<file path="src/rtl/instruction_fetch_unit.sv">
// Instruction fetch stage: owns the PC, drives the instruction memory address and
// buffers fetched {word, PC} pairs in a 2-entry FIFO handed to decode via valid/ready.
module instruction_fetch_unit #(
  parameter int                  DATA_WIDTH   = 32,
  parameter int                  MEMORY_DEPTH = 64,
  parameter logic [DATA_WIDTH-1:0] TEXT_BASE  = 32'h0040_0000
) (
  input  logic                  clk,
  input  logic                  reset,
  output logic [DATA_WIDTH-1:0] Address_o,
  input  logic [DATA_WIDTH-1:0] Instruction_i,
  input  logic                  Branch_Valid_i,
  input  logic [DATA_WIDTH-1:0] Branch_Target_i,
  output logic                  Instr_Valid_o,
  output logic [DATA_WIDTH-1:0] Instr_o,
  output logic [DATA_WIDTH-1:0] Instr_PC_o,
  input  logic                  Instr_Ready_i,
  output logic                  Fault_o
);

  localparam logic [DATA_WIDTH-1:0] REGION_BYTES = DATA_WIDTH'(4 * MEMORY_DEPTH);

  // PCs below TEXT_BASE wrap to huge offsets under the unsigned subtraction.
  function automatic logic is_legal(input logic [DATA_WIDTH-1:0] pc);
    logic [DATA_WIDTH-1:0] offset;
    offset = pc - TEXT_BASE;
    return (pc[1:0] == 2'b00) && (offset < REGION_BYTES);
  endfunction

  logic [DATA_WIDTH-1:0] pc_q, pc_d;
  logic                  fault_q, fault_d;
  logic [1:0]            count_q, count_d;
  logic                  head_q, head_d;
  logic                  tail_q, tail_d;
  logic [DATA_WIDTH-1:0] entry_word_q [2];
  logic [DATA_WIDTH-1:0] entry_word_d [2];
  logic [DATA_WIDTH-1:0] entry_pc_q [2];
  logic [DATA_WIDTH-1:0] entry_pc_d [2];

  logic pc_legal;
  logic pop;
  logic fetch;

  always_comb begin
    pc_legal     = is_legal(pc_q);
    pop          = (count_q != 2'd0) && Instr_Ready_i;
    fetch        = pc_legal && ((count_q != 2'd2) || pop) && !Branch_Valid_i;
    pc_d         = pc_q;
    head_d       = head_q;
    tail_d       = tail_q;
    count_d      = count_q;
    entry_word_d = entry_word_q;
    entry_pc_d   = entry_pc_q;

    // A redirect flushes everything, including an entry popped in the same cycle.
    if (Branch_Valid_i) begin
      pc_d    = Branch_Target_i;
      head_d  = 1'b0;
      tail_d  = 1'b0;
      count_d = 2'd0;
    end else begin
      if (fetch) begin
        entry_word_d[tail_q] = Instruction_i;
        entry_pc_d[tail_q]   = pc_q;
        tail_d               = ~tail_q;
        pc_d                 = pc_q + DATA_WIDTH'(4);
      end
      if (pop) begin
        head_d = ~head_q;
      end
      case ({fetch, pop})
        2'b10:   count_d = count_q + 2'd1;
        2'b01:   count_d = count_q - 2'd1;
        default: count_d = count_q;
      endcase
    end

    fault_d = !is_legal(pc_d);
  end

  always_ff @(posedge clk) begin
    if (reset) begin
      pc_q         <= TEXT_BASE;
      fault_q      <= 1'b0;
      count_q      <= 2'd0;
      head_q       <= 1'b0;
      tail_q       <= 1'b0;
      entry_word_q <= '{default: '0};
      entry_pc_q   <= '{default: '0};
    end else begin
      pc_q         <= pc_d;
      fault_q      <= fault_d;
      count_q      <= count_d;
      head_q       <= head_d;
      tail_q       <= tail_d;
      entry_word_q <= entry_word_d;
      entry_pc_q   <= entry_pc_d;
    end
  end

  assign Address_o     = pc_q;
  assign Fault_o       = fault_q;
  assign Instr_Valid_o = (count_q != 2'd0);
  assign Instr_o       = entry_word_q[head_q];
  assign Instr_PC_o    = entry_pc_q[head_q];

endmodule

</file>
<file path="config.mk">
export PLATFORM = sky130hd
export DESIGN_NAME = instruction_fetch_unit
export DESIGN_NICKNAME = d
export VERILOG_FILES = /design/src/rtl/instruction_fetch_unit.sv
export SDC_FILE = /design/constraint.sdc
export NUM_CORES = 1
export LEC_CHECK = 0
export ABC_AREA = 0
export ABC_CLOCK_PERIOD_IN_PS = 4400
export CORE_MARGIN = 4
export CORE_UTILIZATION = 55
export CTS_BUF_LIST = sky130_fd_sc_hd__clkbuf_2 sky130_fd_sc_hd__clkbuf_4 sky130_fd_sc_hd__clkbuf_8
export DETAILED_ROUTE_END_ITERATION = 8
export PLACE_DENSITY_LB_ADDON = 0.08
export SYNTH_ARGS = -nofsm -noshare
export SYNTH_HDL_FRONTEND = slang
export SYNTH_SLANG_ARGS = --single-unit
</file>
<file path="constraint.sdc">
create_clock -name clk -period 4.4 [get_ports clk]
set_input_delay 1.32 -clock clk [delete_from_list [all_inputs] [get_ports clk]]
set_output_delay 1.32 -clock clk [all_outputs]
set_load 0.01 [all_outputs]
</file>
==> results of run 1 <==
## worst min-delay path by stage
stage	endpoint	slack, ns	cells after the start
5_1_grt	entry_word_q[42]	0.47	2
4_1_cts	entry_word_q[19]	0.45	2
6_report	entry_word_q[39]	0.45	2
3_5_place_dp	entry_pc_q[23]	0.44	1
3_3_place_gp	entry_word_q[14]	0.43	2
2_1_floorplan	entry_pc_q[0]	0.42	1
## layer usage
| metal | share of wire (%) | vias to the layer above | GRT usage (%) |
|---|---|---|---|
| met2 | 48 | 178 | 40.5 |
| met3 | 7.1 | 22 | 9.20 |
| met4 | 1.5 | 0 | 8.26 |
| met1 | 43 | 2590 | 29.9 |
| li1 | - | 2664 | - |
| met5 | 0 | - | 0 |
## layout make-up
cell class / count / area (sq um) / area share (%)
clock buffers: 22 / 290 / 3.36
clock inverters: 10 / 128 / 1.48
inverters: 7 / 26.3 / 0.304
multi-input cells: 487 / 2980 / 34.5
flip-flops and latches: 165 / 3300 / 38.2
well taps: 143 / 179 / 2.07
repair buffers: 176 / 1740 / 20.1
## sequential cells by signal, summed over array words and instances (netlist names)
name	count
Address_o	32
entry_word_q	64
Fault_o	1
count_q	2
entry_pc_q	64
tail_q	1
head_q	1
## critical path: stages, from the launching register on
cell	delay [ns]
dfxtp_2	0.77
buf_4	0.35
mux2_2	0.35
clkdlybuf4s50_1	0.51
## cells in the mapped netlist (all sizes together), types with 4 or more instances
| cell | n |
|---|---|
| dfxtp | 165 |
| nand3 | 7 |
| buf | 16 |
| mux2 | 64 |
| nor4b | 4 |
| clkbuf | 30 |
| inv | 7 |
| xnor2 | 4 |
| mux2i | 26 |
| nor2 | 40 |
| nand2 | 157 |
| nor3 | 6 |
| nor4 | 11 |
| a21oi | 80 |
| o21ai | 4 |
| and2 | 51 |
## cells by family after synthesis
kind of cell             count (synthesis)  synth area share, %
flip-flops                             165                 50.4
AND/OR/NAND/NOR                        291                 21.1
buffers and inverters                   53                 4.07
AO/OA/AOI/OAI                           99                 8.35
adder cells (fa/ha/maj)                  2                0.382
multiplexers                            90                 15.0
XOR/XNOR                                 5                0.669
## through the flow
| step | worst slack, ns | utilization (%) |
|---|---|---|
| 3_3_place_gp | 0.591 | 71.5 |
| 2_1_floorplan | 1.01 | - |
| 4_1_cts | 0.584 | 75.1 |
| 6_report | 0.636 | 75.1 |
| 3_5_place_dp | 0.467 | 71.5 |
| 5_1_grt | 0.529 | 75.1 |
## power by group through the flow
stage | registers (mW) | clock network, mW | logic, mW
2_1_floorplan | 1.57 | 0 | 0.0922
3_3_place_gp | 1.57 | 0 | 0.225
3_5_place_dp | 1.57 | 0 | 0.230
4_1_cts | 1.53 | 1.16 | 0.231
5_1_grt | 1.54 | 1.23 | 0.250
6_report | 1.54 | 1.14 | 0.231
==> metrics.yaml, run 1 <==
clock_tree:
  cts_tree: "done"
  clk_root_buffer_cell: "clkbuf_8"
  cts.clk_slew.worst_paths_ns: 0.08
  cts_buffers: 17
  holdBufCountCts: 0
  post-cts-setup-buffers: 0
  cts_max_level: 4
  numClockSinks: 165
  clockBufferDepth: 2
  clk_latency_ns: 0.45
  ctsResizeCount: 0
pwr:
  switching_share_pct: 22.7
  netSwitchingPower_uw: 659
  power.share.sequential_pct: 52.8
  vdd_drop_max_v: 0.000406
  pwr-share-comb_pct: 7.9
  pwr-share-clk_pct: 39.2
  power_density_nw_per_um2: 336
  p_leak_nw: 3.22
  p_int_mw: 2.25
  power_mw: 2.91
worst_setup_path:
  required_ns: 3.08
  r2r_end: "count_q[1]"
  reg2reg_depth: 7
  crit_path_end_kind: "primary output"
  r2r_setup_slack_ns: 1.61
  crit_type: "register to primary output"
  critPathLaunchType: "register"
  cp_max_fo: 26
  critPathArrivalTime_ns: 2.44
  r2r-start: "Address_o[23]"
  crit_start: "head_q"
  endpoint: "Instr_PC_o[7]"
placement:
  gp_congestion: 0.846
  port_buffers: 165
  dp_cells: 978
  dp_hpwl_mm: 11.3
  place_area_sq_um: 8230
yosys:
  post-synth-top-area-fraction_pct: 50.4
  synth_nets: 775
  synthCells: 705
  yosysUniqueCellTypes: 44
  synth_flop_cell: "dfxtp_1"
  ys_async_sr_fraction_pct: 0
  syn-cell-area_sq_um: 6550
  synth_top_area_cell: "dfxtp_1"
  yosys-top-cells-area: "dfxtp_1 (50%), mux2_2 (11%), nand2_1 (9.0%)"
  ys_seq_area_share_pct: 50.4
  synth-seq-cells: 165
  ys_warn_count: 0
  avgSynthCellArea_sq_um: 9.29
  synth_edf_count: 0
layout:
  fill_cells: 849
  fin_nets: 924
  areaGrowthSynthToFinish_pct: 32.0
  diodes: 0
  final_common_cell: "dfxtp_1"
  drive_gt1_share_pct: 13.7
  instances_no_fill: 1010
  final_cell_mix: "dfxtp_1 (164), clkdlybuf4s50_1 (163), nand2_1 (157)"
  final_cell_area_sq_um: 8650
sta:
  max_freq_ghz: 0.266
  setup_viol: 0
  rsz0062_at_grt: "no"
  min_period_over_period_pct: 85.5
  hold_violations: 0
  tightest_slew_ns: 0.967
  min_period_ns: 3.76
  max_slew_margin_pct: 35.4
  slew_viol_final: 0
  fin_setup_tns_ns: 0
  holdWs_ns: 0.453
  clock-skew-final_ns: 0.00703
grt:
  antenna_found_initial: 0
  grt_max_degree: 67
  grt_overflow: 0
  grt_pass1_wl_mm: 26.4
  track_usage_pct: 24.6
  grt_pass1_vias: 5473
die:
  start_util_pct: 56.9
  die_area_sq_um: 13700
  core_area_sq_um: 11500
  die_w_um: 117
  die_h_um: 117
  fp-row-count: 39
  ioPinCount: 166
routing:
  viasPerCell: 5.40
  dr.pass1.iters: 5
  drtIter0Drc: 419
  routed_wl_mm: 16.4
  drc_errors: 0
  vias: 5454
  routedWlPerCell_um: 16.2
  ant_nets: 0
min_path:
  hold_start: "entry_word_q[39]"
  hp-class: "register to register"
job:
  max_cap_viol_count: 0
status:
  status: "finished clean"
No activity file was read; power rests on OpenSTA's default activity.
==> run 2: changes to the inputs <==
--- a/config.mk
+++ b/config.mk
@@ -12,6 +12,7 @@
 export CTS_BUF_LIST = sky130_fd_sc_hd__clkbuf_2 sky130_fd_sc_hd__clkbuf_4 sky130_fd_sc_hd__clkbuf_8
 export DETAILED_ROUTE_END_ITERATION = 8
 export PLACE_DENSITY_LB_ADDON = 0.08
+export SETUP_SLACK_MARGIN = 0.3
 export SYNTH_ARGS = -nofsm -noshare
 export SYNTH_HDL_FRONTEND = slang
 export SYNTH_SLANG_ARGS = --single-unit
==> results of run 2 <==
Same layout as run 1: the final DEF is identical, and so are final timing and power.
